<file path="config.mk">
export PLATFORM = sky130hd
export DESIGN_NAME = joy_md_reader_flat
export DESIGN_NICKNAME = d
export VERILOG_FILES = /design/src/rtl/joy_md_reader_if.sv /design/src/rtl/joy_md_reader.sv /design/src/flat_wrapper.sv
export SDC_FILE = /design/constraint.sdc
export NUM_CORES = 1
export LEC_CHECK = 0
export ABC_AREA = 1
export ABC_CLOCK_PERIOD_IN_PS = 1700
export CORE_MARGIN = 3
export CORE_UTILIZATION = 50
export DETAILED_ROUTE_END_ITERATION = 10
export PLACE_DENSITY = 0.71
export SYNTH_ARGS = -nofsm -noshare
export SYNTH_HDL_FRONTEND = slang
export SYNTH_SLANG_ARGS = --single-unit
</file>
<file path="constraint.sdc">
create_clock -name clk -period 1.7 [get_ports clk]
set_input_delay 0.34 -clock clk [delete_from_list [all_inputs] [get_ports clk]]
set_output_delay 0.34 -clock clk [all_outputs]
set_load 0.01 [all_outputs]
</file>
<file path="src/rtl/joy_md_reader_if.sv">
// Pin and decoded-word bundle between the Mega Drive pad reader and its pads/consumer.
// slave is the reader's view; master is the pads-plus-consumer side.
interface joy_md_reader_if;
  logic [5:0]  joy1_in;
  logic [5:0]  joy2_in;
  logic        joy_select;
  logic [15:0] joy1;
  logic [15:0] joy2;
  logic        joy_valid;

  modport master (output joy1_in, joy2_in, input joy_select, joy1, joy2, joy_valid);
  modport slave  (input joy1_in, joy2_in, output joy_select, joy1, joy2, joy_valid);
endinterface

</file>
<file path="src/rtl/joy_md_reader.sv">
// Two-port Mega Drive pad reader: 8-phase SELECT scan per period, 3/6-button decode.
// state    | meaning
// ST_SCAN  | walking phases S0..S7, phase timer running
// ST_IDLE  | SELECT parked high until the scan counter wraps
module joy_md_reader #(
  parameter int PHASE_CYC = 70,
  parameter int SCAN_CYC  = 116667
) (
  input logic             clk,
  input logic             rst_n,
  joy_md_reader_if.slave  bus
);

  localparam logic [0:0]  ST_SCAN   = 1'b0;
  localparam logic [0:0]  ST_IDLE   = 1'b1;
  localparam logic [16:0] SCAN_LAST = 17'(SCAN_CYC - 1);
  localparam logic [9:0]  PH_LAST   = 10'(PHASE_CYC - 1);

  logic [0:0]  state;
  logic [16:0] cnt;
  logic [9:0]  ph_tmr;
  logic [2:0]  ph;
  logic        sel_r;
  logic        valid_r;
  logic [15:0] joy1_r, joy2_r;

  logic [5:0]  j1_m, j1_s, j2_m, j2_s;
  logic [5:0]  j1_s0, j2_s0;
  logic [3:0]  j1_s1, j2_s1, j1_s5, j2_s5, j1_s6, j2_s6;

  logic tc;
  logic last;

  assign tc   = (state == ST_SCAN) && (ph_tmr == 10'd0);
  assign last = tc && (ph == 3'd7);

  // s1 holds pins [5:2] of S1; s5 and s6 hold pins [3:0] of their phases.
  function automatic logic [15:0] decode(input logic [5:0] s0, input logic [3:0] s1,
                                         input logic [3:0] s5, input logic [3:0] s6);
    logic        present;
    logic        six;
    logic [15:0] w;
    present = ~s1[0] & ~s1[1];
    six     = ~|s5;
    w = {2'b00, six, 1'b1, ~s6[3], ~s6[0], ~s6[1], ~s6[2], ~s1[3], ~s1[2],
         ~s0[5], ~s0[4], ~s0[0], ~s0[1], ~s0[2], ~s0[3]};
    if (!six)     w[11:8] = 4'h0;
    if (!present) w = 16'h0000;
    return w;
  endfunction

  always_ff @(posedge clk) begin
    if (!rst_n) begin
      state   <= ST_SCAN;
      cnt     <= '0;
      ph_tmr  <= PH_LAST;
      ph      <= '0;
      sel_r   <= 1'b1;
      valid_r <= 1'b0;
      joy1_r  <= '0;
      joy2_r  <= '0;
      j1_m    <= '0;
      j1_s    <= '0;
      j2_m    <= '0;
      j2_s    <= '0;
      j1_s0   <= '0;
      j2_s0   <= '0;
      j1_s1   <= '0;
      j2_s1   <= '0;
      j1_s5   <= '0;
      j2_s5   <= '0;
      j1_s6   <= '0;
      j2_s6   <= '0;
    end else begin
      j1_m <= bus.joy1_in;
      j1_s <= j1_m;
      j2_m <= bus.joy2_in;
      j2_s <= j2_m;

      cnt   <= (cnt == SCAN_LAST) ? 17'd0 : cnt + 17'd1;
      // Registered from the current phase so every edge lags its boundary count by one.
      sel_r <= !((state == ST_SCAN) && ph[0]);

      case (state)
        ST_SCAN: begin
          if (ph_tmr == 10'd0) begin
            ph_tmr <= PH_LAST;
            ph     <= ph + 3'd1;
            if (ph == 3'd7) state <= ST_IDLE;
          end else begin
            ph_tmr <= ph_tmr - 10'd1;
          end
        end
        default: begin
          if (cnt == SCAN_LAST) begin
            state  <= ST_SCAN;
            ph     <= '0;
            ph_tmr <= PH_LAST;
          end
        end
      endcase

      if (tc) begin
        case (ph)
          3'd0: begin j1_s0 <= j1_s;      j2_s0 <= j2_s;      end
          3'd1: begin j1_s1 <= j1_s[5:2]; j2_s1 <= j2_s[5:2]; end
          3'd5: begin j1_s5 <= j1_s[3:0]; j2_s5 <= j2_s[3:0]; end
          3'd6: begin j1_s6 <= j1_s[3:0]; j2_s6 <= j2_s[3:0]; end
          default: ;
        endcase
      end

      valid_r <= last;
      if (last) begin
        joy1_r <= decode(j1_s0, j1_s1, j1_s5, j1_s6);
        joy2_r <= decode(j2_s0, j2_s1, j2_s5, j2_s6);
      end
    end
  end

  assign bus.joy_select = sel_r;
  assign bus.joy_valid  = valid_r;
  assign bus.joy1       = joy1_r;
  assign bus.joy2       = joy2_r;

endmodule

</file>
<file path="src/flat_wrapper.sv">
// flat-port wrapper written by rule: the top's interface ports become plain ports
module joy_md_reader_flat 
#(
  parameter int PHASE_CYC = 70,
  parameter int SCAN_CYC  = 116667
)
  (clk, rst_n, bus_joy1_in, bus_joy2_in, bus_joy_select, bus_joy1, bus_joy2, bus_joy_valid);
  joy_md_reader_if bus_i ();
  input logic clk;
  input logic rst_n;
  input wire logic [$bits(bus_i.joy1_in)-1:0] bus_joy1_in;
  input wire logic [$bits(bus_i.joy2_in)-1:0] bus_joy2_in;
  output wire logic [$bits(bus_i.joy_select)-1:0] bus_joy_select;
  output wire logic [$bits(bus_i.joy1)-1:0] bus_joy1;
  output wire logic [$bits(bus_i.joy2)-1:0] bus_joy2;
  output wire logic [$bits(bus_i.joy_valid)-1:0] bus_joy_valid;
  assign bus_i.joy1_in = bus_joy1_in;
  assign bus_i.joy2_in = bus_joy2_in;
  assign bus_joy_select = bus_i.joy_select;
  assign bus_joy1 = bus_i.joy1;
  assign bus_joy2 = bus_i.joy2;
  assign bus_joy_valid = bus_i.joy_valid;
  joy_md_reader #(.PHASE_CYC(PHASE_CYC), .SCAN_CYC(SCAN_CYC)) u_core (.clk(clk), .rst_n(rst_n), .bus(bus_i));
endmodule
</file>
==> results_dict.tcl <==
set metrics [dict create \
    status "completed" \
    min_period_ns 1.62 \
    drive_gt1_frac 0.114 \
    combPwrFrac 0.034 \
    clock-sinks 121 \
    wire_per_inst_um 12.6 \
    seqPwrFrac 0.442 \
    place.gp.congestion 0.835 \
    start_util 0.525 \
    cp.required_ns 2.13 \
    clk_latency_ns 0.51 \
    syn-instance-count 668 \
    max_freq_mhz 618 \
    cp_max_fo 11 \
    postRouteAntennaNets 0 \
    hp-class "input port to register" \
    fp-row-count 35 \
    cts_tree "yes" \
    num_vias 4512 \
    drc 0 \
    yosys_warnings 0 \
    nets 752 \
    syn_to_final_growth_pct 27.3 \
    dpl.cell_count 830 \
    min_period_over_period 0.951 \
    synthFlopType "dfxtp_1" \
    rsz0062_at_grt "false" \
    syn_area_um2 4940 \
    switching_share 0.229 \
    final_hold_viol_count 0 \
    io_buffers 43 \
    synth.area.top_cells "dfxtp_1 49%, nand2_1 12%, nand3_1 9.1%, a21oi_1 7.4%, inv_1 4.9%" \
    io_pins 48 \
    hold_ws_ns 0.360 \
    clock_tree.buffer_depth 2 \
    ir_worst_vdd_mv 0.748 \
    ys_seq_area_frac 0.490 \
    grt_pass1_wl_um 18000 \
    antenna_found_initial 0 \
    fp.dieW_um 105 \
    instances_no_fill 872 \
    numCtsBuffers 17 \
    synth_area_leader_cell "dfxtp_1" \
    routed_wl_um 10900 \
    first_pass_iters 5 \
    cts.clk_slew.worst_paths_ns 0.06 \
    power_density_nw_per_um2 1050 \
    p_switching_w 0.00151 \
    coreArea_um2 9420 \
    cp-end-kind "register" \
    htreeDepth 4 \
    fin_skew_ns 0.00978 \
    power.internal_w 0.00510 \
    setup.worst_path.start_class "register" \
    n_antenna_cell 0 \
    yosys-top-cells-count "158 x nand2_1, 121 x dfxtp_1, 90 x nand3_1" \
    ys_ff_latch 121 \
    synth_most_common_cell "nand2_1" \
    fin_util 0.668 \
    grt_max_degree 68 \
    arrival_ns 2.04 \
    p_leak_nw 2.71 \
    via_per_inst 5.17 \
    yosysTopAreaCellShare 0.490 \
    p_clk_frac 0.524 \
    drtIter0Drc 323 \
    grt_pass1_vias 4041 \
    groute.usage.overall 0.197 \
    synth.avg_cell_area_um2 7.40 \
    async_reset_ff_frac 0 \
    maxCapViolations 0 \
    die_y_um 105 \
    crit_type "register to register" \
    slew_viol_final 0 \
    synth_edf_count 0 \
    yosysUniqueCellTypes 29 \
    die_area_um2 11100 \
    place_hpwl_um 7210 \
    root_buffer "clkbuf_8" \
    grt_overflow 0 \
    finalSetupViolations 0 \
]
metal layers:
metal,global-route usage,share of wire
met1,0.266,0.48
met2,0.315,0.45
met3,0.0465,0.056
met4,0.0562,0.011
met5,0,0
final timing paths:
check | from | end | slack (ns) | cells after the start
worst max register to register | u_core.ph_tmr[0] | u_core.j2_s0[0] | 0.08 | 10
worst min register to register | u_core.j1_m[2] | u_core.j1_s[2] | 0.41 | 2
worst min-delay path | bus_joy2_in[1] | u_core.j2_m[1] | 0.36 | 3
worst max-delay path | u_core.ph_tmr[0] | u_core.j2_s0[0] | 0.08 | 10
logic make-up (layout without fill, tap and decap cells):
logic type,after synthesis,count (layout),share of synthesized area
other cells,1,4,0.000759
compound gates,84,84,0.0858
flops,121,121,0.490
simple gates,343,343,0.300
fa+ha+maj,8,8,0.0203
xor+xnor,6,6,0.0106
buf+inv,105,177,0.0924
flip-flops by register name, summed over array words and instances (netlist names), 3 cells and up:
name             flops
u_core.j1_s          6
u_core.j2_s0         6
u_core.ph_tmr       10
u_core.j2_s6         4
u_core.j2_s1         4
u_core.j1_s0         6
u_core.j1_s6         4
u_core.j2_s5         4
u_core.j2_m          6
u_core.bus.joy1     14
u_core.j2_s          6
u_core.ph            3
u_core.j1_s1         4
u_core.cnt          17
u_core.j1_m          6
u_core.j1_s5         4
u_core.bus.joy2     14
timing repair:
action                                  4_1_cts  5_1_grt
buffers inserted                              0        7
endpoints found under the setup margin       53       75
resized for setup                            32       15
pin swaps                                     0        6
hold buffers                                  0        0
cloned                                        0        3
hold endpoints to repair                      0        0
metrics by stage:
step	TNS [ns]	worst slack (ns)	power, W	instance area, um2
detailed placement	-0.197	-0.0393	0.00319	5550
floorplan	0	0.190	0.00311	4950
global route	0	0.00290	0.00686	6290
CTS	0	0.00243	0.00665	6110
global placement	0	0.00762	0.00318	5550
finish	0	0.0825	0.00662	6290
area by class of cell:
| type | count | area [um2] |
|---|---|---|
| Multi-Input combinational cell | 445 | 2130 |
| Clock inverter | 14 | 163 |
| Clock buffer | 18 | 418 |
| Sequential cell | 121 | 2420 |
| Fill cell | 818 | 3120 |
| Tap cell | 129 | 161 |
| Inverter | 71 | 267 |
| Timing Repair Buffer | 74 | 729 |
cell usage in the layout (no fill, tap or decap), drive strengths merged:
| master | count |
|---|---|
| nand2 | 158 |
| nor3 | 14 |
| nor3b | 1 |
| nand3 | 91 |
| clkinv | 6 |
| dlygate4sd2 | 28 |
| o21ai | 9 |
| a31oi | 1 |
| buf | 29 |
| inv | 74 |
| clkbuf | 20 |
| xnor2 | 3 |
| dfxtp | 121 |
| nand4 | 9 |
| a211oi | 1 |
| bufinv | 2 |
| conb | 4 |
| or2 | 2 |
| dlymetal6s2s | 2 |
| a21oi | 73 |
| xor2 | 3 |
| ha | 8 |
| nor2 | 68 |
| clkdlybuf4s50 | 13 |
| clkinvlp | 3 |
critical path, stage by stage, from the launching register on:
cell and delay [ns]:
dfxtp_1 0.32, inv_2 0.08, ha_4 0.15, nand2_2 0.07, nor2_4 0.13, nand3_4 0.09
nor2_4 0.16, buf_12 0.14, clkbuf_16 0.16, nand3_1 0.08, a21oi_1 0.16
power groups by stage:
stage	Sequential, W	Combinational, W	Clock, W
2_1_floorplan	0.00297	0.000140	0
4_1_cts	0.00292	0.000209	0.00352
5_1_grt	0.00293	0.000255	0.00368
3_3_place_gp	0.00298	0.000198	0
6_report	0.00293	0.000224	0.00347
3_5_place_dp	0.00298	0.000205	0
Note: power is estimated with default switching activity, not from simulation.
